### config.mk
export PLATFORM = sky130hd
export DESIGN_NAME = tmp_i2c_responder
export DESIGN_NICKNAME = d
export VERILOG_FILES = /design/src/rtl/tmp_resp_pkg.sv /design/src/rtl/tmp_i2c_responder_sync_edge.sv /design/src/rtl/tmp_i2c_responder.sv
export SDC_FILE = /design/constraint.sdc
export NUM_CORES = 1
export LEC_CHECK = 0
export ABC_AREA = 1
export CAP_MARGIN = 5
export CORE_MARGIN = 5
export CORE_UTILIZATION = 60
export CTS_BUF_LIST = sky130_fd_sc_hd__clkbuf_8
export DETAILED_ROUTE_END_ITERATION = 8
export HOLD_SLACK_MARGIN = 0.02
export PLACE_DENSITY = 0.89
export SETUP_SLACK_MARGIN = 0.2
export SLEW_MARGIN = 20
export SYNTH_ARGS = -nofsm -noshare
export SYNTH_HDL_FRONTEND = slang
export SYNTH_SLANG_ARGS = --single-unit
### constraint.sdc
create_clock -name clk -period 2.2 [get_ports clk]
set_clock_uncertainty 0.1 [all_clocks]
set_input_delay 0.44 -clock clk [delete_from_list [all_inputs] [get_ports clk]]
set_output_delay 0.44 -clock clk [all_outputs]
set_load 0.01 [all_outputs]
### src/rtl/tmp_resp_pkg.sv
// Shared definitions for the temperature-sensor I2C responder.
//   tmp_state_e  : protocol FSM states
//   REG_*        : register map addresses
//   DEFAULT_ADDR : 7-bit bus address used when DEV_ADDR is not overridden
package tmp_resp_pkg;

  typedef enum logic [2:0] {
    IDLE     = 3'd0,
    ADDR     = 3'd1,
    ADDR_ACK = 3'd2,
    WR_BYTE  = 3'd3,
    WR_ACK   = 3'd4,
    RD_BYTE  = 3'd5,
    RD_ACK   = 3'd6
  } tmp_state_e;

  localparam logic [7:0] REG_TMSB = 8'h00;
  localparam logic [7:0] REG_TLSB = 8'h01;
  localparam logic [7:0] REG_STAT = 8'h02;
  localparam logic [7:0] REG_CFG  = 8'h03;
  localparam logic [7:0] REG_ID   = 8'h0B;

  localparam logic [6:0] DEFAULT_ADDR = 7'h4B;

endpackage

### src/rtl/tmp_i2c_responder_sync_edge.sv
// i2c_sync_edge: 2-FF synchronizers for SCL/SDA plus edge and START/STOP detection.
// Ports:
//   clk, rst         : system clock, async active-high reset (flops reset to 1 = idle bus)
//   scl_i, sda_i     : raw bus inputs
//   sda_o            : synchronized SDA
//   scl_rise_o/fall_o: single-cycle SCL edge strobes
//   start_o, stop_o  : single-cycle START / STOP strobes
module i2c_sync_edge (
  input  logic clk,
  input  logic rst,
  input  logic scl_i,
  input  logic sda_i,
  output logic sda_o,
  output logic scl_rise_o,
  output logic scl_fall_o,
  output logic start_o,
  output logic stop_o
);

  logic scl_meta_q, scl_sync_q, scl_prev_q;
  logic sda_meta_q, sda_sync_q, sda_prev_q;

  always_ff @(posedge clk or posedge rst) begin
    if (rst) begin
      scl_meta_q <= 1'b1;
      scl_sync_q <= 1'b1;
      scl_prev_q <= 1'b1;
      sda_meta_q <= 1'b1;
      sda_sync_q <= 1'b1;
      sda_prev_q <= 1'b1;
    end else begin
      scl_meta_q <= scl_i;
      scl_sync_q <= scl_meta_q;
      scl_prev_q <= scl_sync_q;
      sda_meta_q <= sda_i;
      sda_sync_q <= sda_meta_q;
      sda_prev_q <= sda_sync_q;
    end
  end

  assign sda_o      = sda_sync_q;
  assign scl_rise_o = scl_sync_q & ~scl_prev_q;
  assign scl_fall_o = ~scl_sync_q & scl_prev_q;
  // SDA transitions are only START/STOP when SCL is stably high across both samples.
  assign start_o    = scl_sync_q & scl_prev_q & sda_prev_q & ~sda_sync_q;
  assign stop_o     = scl_sync_q & scl_prev_q & ~sda_prev_q & sda_sync_q;

endmodule

### src/rtl/tmp_i2c_responder.sv
// tmp_i2c_responder: I2C target emulating a simple temperature sensor.
// Optional feature macro: TMP_RESP_STRETCH_EN (SCL stretching after each read-byte ACK).
// Parameters: DEV_ADDR (7-bit address), ID_VAL (register 0x0B), STRETCH_CYC (stretch length).
// Ports:
//   clk, rst      : 100 MHz clock, async active-high reset
//   scl_i, sda_i  : bus inputs
//   sda_oe, scl_oe: open-drain pull-down enables (1 = drive low)
//   temp_in       : 13-bit two's-complement temperature, 4 fractional bits
//   cfg_reg       : configuration register 0x03
//   busy          : address-matched transaction in progress (until STOP)
//   dbg_state_o   : current FSM state
//
// Bus handshake: every bit is a valid/ready exchange on SCL -- data is launched
// only after an SCL fall and is taken by the receiver on the following SCL rise.
module tmp_i2c_responder
  import tmp_resp_pkg::*;
#(
  parameter logic [6:0] DEV_ADDR    = DEFAULT_ADDR,
  parameter logic [7:0] ID_VAL      = 8'hCB,
  parameter int         STRETCH_CYC = 16
) (
  input  logic        clk,
  input  logic        rst,
  input  logic        scl_i,
  input  logic        sda_i,
  output logic        sda_oe,
  output logic        scl_oe,
  input  logic [12:0] temp_in,
  output logic [7:0]  cfg_reg,
  output logic        busy,
  output tmp_state_e  dbg_state_o
);

  logic sda_s, scl_rise, scl_fall, start_det, stop_det;

  i2c_sync_edge u_sync (
    .clk       (clk),
    .rst       (rst),
    .scl_i     (scl_i),
    .sda_i     (sda_i),
    .sda_o     (sda_s),
    .scl_rise_o(scl_rise),
    .scl_fall_o(scl_fall),
    .start_o   (start_det),
    .stop_o    (stop_det)
  );

  tmp_state_e  state_q, state_d;
  logic [3:0]  bit_cnt_q, bit_cnt_d;
  logic [7:0]  shreg_q, shreg_d;
  logic [7:0]  tx_q, tx_d;
  logic [7:0]  ptr_q, ptr_d;
  logic [7:0]  cfg_q, cfg_d;
  logic [12:0] snap_q, snap_d;
  logic        first_q, first_d;
  logic        rw_q, rw_d;
  logic        busy_q, busy_d;
  logic        sda_oe_q, sda_oe_d;
  logic        load_stretch;
  logic [7:0]  rd_data;

  // Read mux uses the snapshot so MSB/LSB bytes of one read come from the same sample.
  always_comb begin
    rd_data = 8'h00;
    case (ptr_q)
      REG_TMSB: rd_data = snap_q[12:5];
      REG_TLSB: rd_data = {snap_q[4:0], 3'b000};
      REG_STAT: rd_data = 8'h00;
      REG_CFG:  rd_data = cfg_q;
      REG_ID:   rd_data = ID_VAL;
      default:  rd_data = 8'h00;
    endcase
  end

  always_comb begin
    state_d      = state_q;
    bit_cnt_d    = bit_cnt_q;
    shreg_d      = shreg_q;
    tx_d         = tx_q;
    ptr_d        = ptr_q;
    cfg_d        = cfg_q;
    snap_d       = snap_q;
    first_d      = first_q;
    rw_d         = rw_q;
    busy_d       = busy_q;
    sda_oe_d     = sda_oe_q;
    load_stretch = 1'b0;

    if (stop_det) begin
      state_d  = IDLE;
      sda_oe_d = 1'b0;
      busy_d   = 1'b0;
    end else if (start_det) begin
      // Any START (incl. repeated, or mid-byte) restarts address reception;
      // a partially received write byte is simply dropped.
      state_d   = ADDR;
      bit_cnt_d = 4'd0;
      sda_oe_d  = 1'b0;
    end else begin
      case (state_q)
        IDLE: sda_oe_d = 1'b0;

        ADDR: begin
          if (scl_rise) begin
            shreg_d   = {shreg_q[6:0], sda_s};
            bit_cnt_d = bit_cnt_q + 4'd1;
          end else if (scl_fall && bit_cnt_q == 4'd8) begin
            if (shreg_q[7:1] == DEV_ADDR) begin
              state_d  = ADDR_ACK;
              sda_oe_d = 1'b1;
              rw_d     = shreg_q[0];
              snap_d   = temp_in;
              busy_d   = 1'b1;
            end else begin
              state_d = IDLE;
            end
          end
        end

        ADDR_ACK: begin
          if (scl_fall) begin
            bit_cnt_d = 4'd0;
            if (rw_q) begin
              state_d  = RD_BYTE;
              tx_d     = rd_data;
              ptr_d    = ptr_q + 8'd1;
              sda_oe_d = ~rd_data[7];
            end else begin
              state_d  = WR_BYTE;
              sda_oe_d = 1'b0;
              first_d  = 1'b1;
            end
          end
        end

        WR_BYTE: begin
          if (scl_rise) begin
            shreg_d   = {shreg_q[6:0], sda_s};
            bit_cnt_d = bit_cnt_q + 4'd1;
          end else if (scl_fall && bit_cnt_q == 4'd8) begin
            state_d  = WR_ACK;
            sda_oe_d = 1'b1;
            if (first_q) begin
              ptr_d   = shreg_q;
              first_d = 1'b0;
            end else begin
              // Only cfg is writable; other addresses are ACKed but ignored.
              if (ptr_q == REG_CFG) cfg_d = shreg_q;
              ptr_d = ptr_q + 8'd1;
            end
          end
        end

        WR_ACK: begin
          if (scl_fall) begin
            state_d   = WR_BYTE;
            sda_oe_d  = 1'b0;
            bit_cnt_d = 4'd0;
          end
        end

        RD_BYTE: begin
          if (scl_fall) begin
            if (bit_cnt_q == 4'd7) begin
              state_d  = RD_ACK;
              sda_oe_d = 1'b0;
            end else begin
              tx_d      = {tx_q[6:0], 1'b0};
              sda_oe_d  = ~tx_q[6];
              bit_cnt_d = bit_cnt_q + 4'd1;
            end
          end
        end

        RD_ACK: begin
          sda_oe_d = 1'b0;
          if (scl_rise && sda_s) begin
            state_d = IDLE;
          end else if (scl_fall) begin
            // Only reachable after an ACK rise: preload next byte's MSB.
            state_d      = RD_BYTE;
            tx_d         = rd_data;
            ptr_d        = ptr_q + 8'd1;
            sda_oe_d     = ~rd_data[7];
            bit_cnt_d    = 4'd0;
            load_stretch = 1'b1;
          end
        end

        default: begin
          state_d  = IDLE;
          sda_oe_d = 1'b0;
        end
      endcase
    end
  end

  always_ff @(posedge clk or posedge rst) begin
    if (rst) begin
      state_q   <= IDLE;
      bit_cnt_q <= 4'd0;
      shreg_q   <= 8'h00;
      tx_q      <= 8'h00;
      ptr_q     <= 8'h00;
      cfg_q     <= 8'h00;
      snap_q    <= 13'h0000;
      first_q   <= 1'b0;
      rw_q      <= 1'b0;
      busy_q    <= 1'b0;
      sda_oe_q  <= 1'b0;
    end else begin
      state_q   <= state_d;
      bit_cnt_q <= bit_cnt_d;
      shreg_q   <= shreg_d;
      tx_q      <= tx_d;
      ptr_q     <= ptr_d;
      cfg_q     <= cfg_d;
      snap_q    <= snap_d;
      first_q   <= first_d;
      rw_q      <= rw_d;
      busy_q    <= busy_d;
      sda_oe_q  <= sda_oe_d;
    end
  end

`ifdef TMP_RESP_STRETCH_EN
  logic [15:0] stretch_q;

  always_ff @(posedge clk or posedge rst) begin
    if (rst)                   stretch_q <= 16'd0;
    else if (load_stretch)     stretch_q <= 16'(STRETCH_CYC);
    else if (stretch_q != 0)   stretch_q <= stretch_q - 16'd1;
  end

  assign scl_oe = (stretch_q != 16'd0);
`else
  logic unused_stretch;
  assign unused_stretch = load_stretch ^ (STRETCH_CYC != 0);
  assign scl_oe = 1'b0;
`endif

  assign sda_oe      = sda_oe_q;
  assign cfg_reg     = cfg_q;
  assign busy        = busy_q;
  assign dbg_state_o = state_q;

endmodule

==> metrics.cfg, run 1 <==
[run_status]
status=completed

[finish]
seq_area_um2=1538
antenna_cells=0
n_fill_cell=423
stdcell_area_um2=3980
largest-register=snap_q
multi_input_area_um2=1628
drive_gt1_share_pct=18.78
largest_reg_flops=13
nets=475
areaGrowthSynthToFinish_pct=18.65

[clock_network]
clk_pin_slew_ns=0.07
root_buffer=clkbuf_8
cts.sinks=61
cts_tree=built
htreeDepth=3
clkLatencyLatePin_ns=0.34
numCtsBuffers=9
clock_path_buffers=2
cts_hold_buf=0

[synth]
synth_top_cell_by_area=dfrtp_1
seq_area_frac_synth_pct=45.73
synth_area_um2=3354
syn_inst=414
async_flop_share_pct=100.0
netlist_top_cells_area=dfrtp_1 (41%), nand2_1 (12%), dfstp_2 (4.7%), nor2_1 (4.6%), inv_1 (4.3%)
synth_edf_count=0
synth.yosys.warnings=0
synth_nets=436
synth_flop_cell=dfrtp_1
synth.top_cell.area_share_pct=41.03
synth_cell_type_count=35
ys_seq_elements=61
avgSynthCellArea_um2=8.103

[floorplan]
num_io_pins=31
initial_utilization_pct=61.29
die-area_um2=7186
dieWidth_um=84.77
fp.coreArea_um2=5473
fp.dieH_um=84.77
rows=27

[worst_setup_path]
end_kind=output pin
worstPathCellList=clkdlybuf4s50_1
cp_max_fo=8
r2r-start=u_sync.scl_prev_q
reg2regPathDepth=6
cp.depth=1
critPathCapture=dbg_state_o[1]
cp-start-kind=flip-flop
cp.required_ns=1.66
path_delay_family=buffers and inverters
critPathKind=flip-flop to output pin
arrival_ns=1.37
r2r_slack_ns=0.34
worstReg2RegEnd=snap_q[9]
path_buf_inv=1
slowest_delay_ns=0.57
startpoint=dbg_state_o[1]
worst_path_max_delay_cell=clkdlybuf4s50_1

[grt]
grt_start_max_net_pins=62
grt_use_total_pct=24.29
grt_use_met1_pct=30.88
grt_use_met3_pct=4.809
antenna_found_initial=0
use_met2_pct=40.00
grt_pass1_vias=2929
grt_busiest_layer=met2
grt_pass1_wl_mm=13.79
gr-total-overflow=0

[flow_run]
cap_violations=0

[power]
power_density_nw_per_um2=608.6
pwr-share-seq_pct=50.7
sw_frac_of_total_pct=25.93
p_total_w=0.002422
internal_power_w=0.001794
p_leak_nw=1.864
power_frac_comb_pct=10.2
clock_power_share_pct=39.1
ir_drop_uv=477.4
p_sw_w=0.0006281

[hold_path]
min_from=u_sync.sda_meta_q
hp-class=flip-flop to flip-flop

[timing]
max_freq_mhz=524.3
fin_crit_ns=1.907
setup_viol=0
rsz0062_at_grt=no
final.setup.tns_ns=0
fin_crit_sh_pct=86.69
maxSlewViolCount=0
hold_viol_final=0

[drt]
vias=2876
drc=0
antenna_left=0
wl_mm=8.118
vias_per_cell=5.426
wl_per_cell_um=15.32
drt-initial-drc-count=215
first_pass_iters=5

[placed_design]
placed_area_um2=3722
io_buffers=29
routabilityCongestion=0.9383
dp_hpwl_mm=5.722

==> layout by cell type, fill, tap and decap left out, drive strengths merged <==
cell type,n
clkbuf,9
mux2,13
nand2,118
nor3b,1
o22ai,3
dfstp,6
clkinvlp,2
clkinv,3
a22oi,1
o31ai,1
nand3b,1
o21ai,47
conb,1
clkdlybuf4s50,29
nor2,49
inv,48
buf,6
mux2i,2
dfrtp,55
nand3,30
a21oi,18
nand4,4
xor2,1
nor3,4
ha,5
bufinv,1
==> metrics by stage <==
step	std cells	setup WS, ns	hold slack, ns	util [%]
final	530	0.2928	0.2563	72.73
after detailed placement	511	0.1800	0.2473	68.02
after floorplan	414	0.5007	0.2452	-
after CTS	527	0.2110	0.2577	71.70
after global placement	511	0.2791	0.2460	68.02
after global routing	530	0.1957	0.2659	72.73
==> power by group through the flow <==
stage / logic (W) / registers (W) / clock network [W]
global route: 0.000287 / 0.00124 / 0.00101
finish: 0.000247 / 0.00123 / 0.000947
CTS: 0.000247 / 0.00123 / 0.000957
detailed placement: 0.000245 / 0.00125 / 0
floorplan: 0.000166 / 0.00124 / 0
global placement: 0.000239 / 0.00125 / 0
==> cell families after synthesis <==
group                    Yosys count  synth area share (%)
AO/OA/AOI/OAI                     70                 11.49
XOR/XNOR                           1                0.2611
other                              1                0.1118
adder cells (fa/ha/maj)            5                 1.865
multiplexers                      15                 5.744
AND/OR/NAND/NOR                  206                 27.79
buffers and inverters             55                 7.012
flip-flops                        61                 45.73
==> synth_stat cells (5+ instances only) <==
| cell type | count |
|---|---|
| nand3_1 | 25 |
| nand2_1 | 109 |
| nor2_1 | 41 |
| inv_1 | 38 |
| a21oi_1 | 18 |
| inv_2 | 9 |
| mux2_4 | 7 |
| ha_1 | 5 |
| dfstp_2 | 6 |
| o21ai_2 | 7 |
| nand2_2 | 8 |
| dfrtp_1 | 55 |
| mux2_2 | 6 |
| o21ai_0 | 24 |
| o21ai_1 | 16 |
==> worst min-delay path by stage <==
stage | endpoint | slack, ns | cells after the start
finish | u_sync.sda_o | 0.26 | 0
global route | u_sync.sda_o | 0.27 | 0
CTS | u_sync.sda_o | 0.26 | 0
detailed placement | u_sync.sda_o | 0.25 | 0
global placement | u_sync.sda_o | 0.25 | 0
floorplan | u_sync.scl_sync_q | 0.25 | 0
==> area by class of cell <==
cell class,instances,area share [%]
clock buffer,9,3.112
inverter,47,4.527
clock inverter,7,1.509
multi-input combinational,299,40.90
sequential,61,38.64
timing repair buffer,35,9.054
tap,72,2.263
==> routing by layer <==
metal  wire [um]  part of all wire, %  vias to the layer above
met5           0                    0                        -
met3         432                  5.3                       19
li1            -                    -                     1422
met1        3396                   42                     1342
met4         218                  2.7                        0
met2        4070                   50                       93
==> repair_timing <==
item                                    CTS  global route
cloned                                    0             1
endpoints found under the setup margin    6            37
pin swaps                                 0             1
setup buffers                             0             2
gates resized for setup                   4             6
Power figures use the tool's default switching activity.
==> run 2: changes to the inputs <==
--- a/config.mk
+++ b/config.mk
@@ -10,11 +10,12 @@
 export CORE_MARGIN = 5
 export CORE_UTILIZATION = 60
 export CTS_BUF_LIST = sky130_fd_sc_hd__clkbuf_8
+export CTS_CLUSTER_DIAMETER = 120
 export DETAILED_ROUTE_END_ITERATION = 8
 export HOLD_SLACK_MARGIN = 0.02
 export PLACE_DENSITY = 0.89
+export REMOVE_ABC_BUFFERS = 1
 export SETUP_SLACK_MARGIN = 0.2
-export SLEW_MARGIN = 20
 export SYNTH_ARGS = -nofsm -noshare
 export SYNTH_HDL_FRONTEND = slang
 export SYNTH_SLANG_ARGS = --single-unit
==> metrics.cfg, run 2 (synthesized netlist as in run 1, its figures left out) <==
[run_status]
status=completed

[worst_setup_path]
path_delay_family=buffers and inverters
arrival_ns=1.40
cp_max_fo=6
cp-start-kind=flip-flop
slowest_delay_ns=0.58
critPathKind=flip-flop to output pin
worst_path_max_delay_cell=clkdlybuf4s50_1
cp.required_ns=1.66
end_kind=output pin
path_buf_inv=1
worstPathCellList=clkdlybuf4s50_1
r2r_slack_ns=0.29

[timing]
setup_viol=0
fin_crit_ns=1.941
max_freq_mhz=515.1
hold_viol_final=0
final.setup.tns_ns=0
relSlewSlack_pct=61.93
tightest_slew_ns=0.5667
maxSlewViolCount=0
fin_crit_sh_pct=88.24
rsz0062_at_grt=no

[placed_design]
routabilityCongestion=0.9605
dp_hpwl_mm=5.784
io_buffers=29
placed_area_um2=3726

[finish]
layout_commonest_cell=nand2_1
stdcell_area_um2=4010
antenna_cells=0
nets=478
largest_reg_flops=13
drive_gt1_share_pct=18.87
largest-register=snap_q
mostFrequentLayoutCells=nand2_1 (108), dfrtp_1 (53), inv_1 (39), nor2_1 (39), clkdlybuf4s50_1 (29)
areaGrowthSynthToFinish_pct=19.55
utilization_pct=73.27

[clock_network]
numCtsBuffers=9
htreeDepth=3
cts_tree=built
clkLatencyLatePin_ns=0.35
clock_path_buffers=2
root_buffer=clkbuf_8
cts.sinks=61
clk_pin_slew_ns=0.06

[power]
p_leak_nw=1.889
ir_drop_uv=542.4
power_density_nw_per_um2=619.6

[drt]
first_pass_iters=5
drc=0
wl_mm=7.898
vias_per_cell=5.587
antenna_left=0
vias=2978
drt-initial-drc-count=400
wl_per_cell_um=14.82

[floorplan]
rows=27
num_io_pins=31
dieWidth_um=84.77
initial_utilization_pct=61.29
die-area_um2=7186
fp.coreArea_um2=5473
fp.dieH_um=84.77

[grt]
grt_start_max_net_pins=31
grt_pass1_vias=2952
grt_use_total_pct=23.74
gr-total-overflow=0
grt_pass1_wl_mm=13.36
antenna_found_initial=0

[flow_run]
cap_violations=0

[hold_path]
hp-class=flip-flop to flip-flop

run 2: changes by cell type in the layout (fill, tap and decap cells not counted), sizes merged:
cell and delta:
clkinv -3, clkbuf +2, inv +1, nand3 -1, buf +4
run 2: final timing paths:
check | start | end | depth (start not counted)
max reg2reg | dbg_state_o[2] | tx_q[3] | 8
min reg2reg | u_sync.scl_meta_q | u_sync.scl_sync_q | 0
max | dbg_state_o[2] | dbg_state_o[2] | 1
min in group asynchronous | rst | bit_cnt_q[2] | 2
min | u_sync.scl_meta_q | u_sync.scl_sync_q | 0
max in group asynchronous | rst | snap_q[1] | 3
run 2: power by group:
group | internal, W | switching, W
registers | 0.00118 | 0.0000479
logic | 0.000104 | 0.000141
clock network | 0.000576 | 0.000433
total | 0.00186 | 0.000621
run 2: layout make-up:
type                       instances  area, um^2
clock buffer                      11       151.4
clock inverter                     5       52.55
fill                             386        1463
inverter                          47       176.4
multi-input combinational        298        1613
sequential                        61        1536
tap                               72       90.09
timing repair buffer              39       390.4
run 2: timing repair:
action                                  4_1_cts  5_1_grt
setup buffers                                 0        5
resized for setup                             2        6
pin swaps                                     0        2
endpoints found under the setup margin        5       20
hold buffers                                  0        0
run 2: metal layers:
metal | wire length (um) | share of wire [%] | track usage [%]
met3 | 602 | 7.6 | 6.968
met4 | 198 | 2.5 | 10.36
met2 | 3860 | 49 | 39.07
met5 | 0 | 0 | 0
met1 | 3237 | 41 | 28.93
run 2: stage by stage:
stage,setup WS (ns),std cells,power [W],hold slack (ns)
detailed placement,0.2000,512,0.001490,0.2530
finish,0.2587,533,0.002485,0.2614
global placement,0.2390,512,0.001478,0.2519
CTS,0.2108,528,0.002494,0.2622
floorplan,0.1569,406,0.001397,0.2452
global route,0.1946,533,0.002597,0.2675
run 2: worst reg2reg max path, delay by kind of cell (launching register included):
kind / cells / cell delay [ns]
simple gates: 5 / 0.91
buf+inv: 1 / 0.15
flops: 1 / 0.46
compound gates: 2 / 0.19
==> run 3: changes to the inputs <==
--- a/config.mk
+++ b/config.mk
@@ -11,6 +11,7 @@
 export CORE_UTILIZATION = 60
 export CTS_BUF_LIST = sky130_fd_sc_hd__clkbuf_8
 export CTS_CLUSTER_DIAMETER = 120
+export CTS_CLUSTER_SIZE = 24
 export DETAILED_ROUTE_END_ITERATION = 8
 export HOLD_SLACK_MARGIN = 0.02
 export PLACE_DENSITY = 0.89
==> results of run 3 <==
Same layout as run 2: the final DEF is identical, and so are final timing and power.
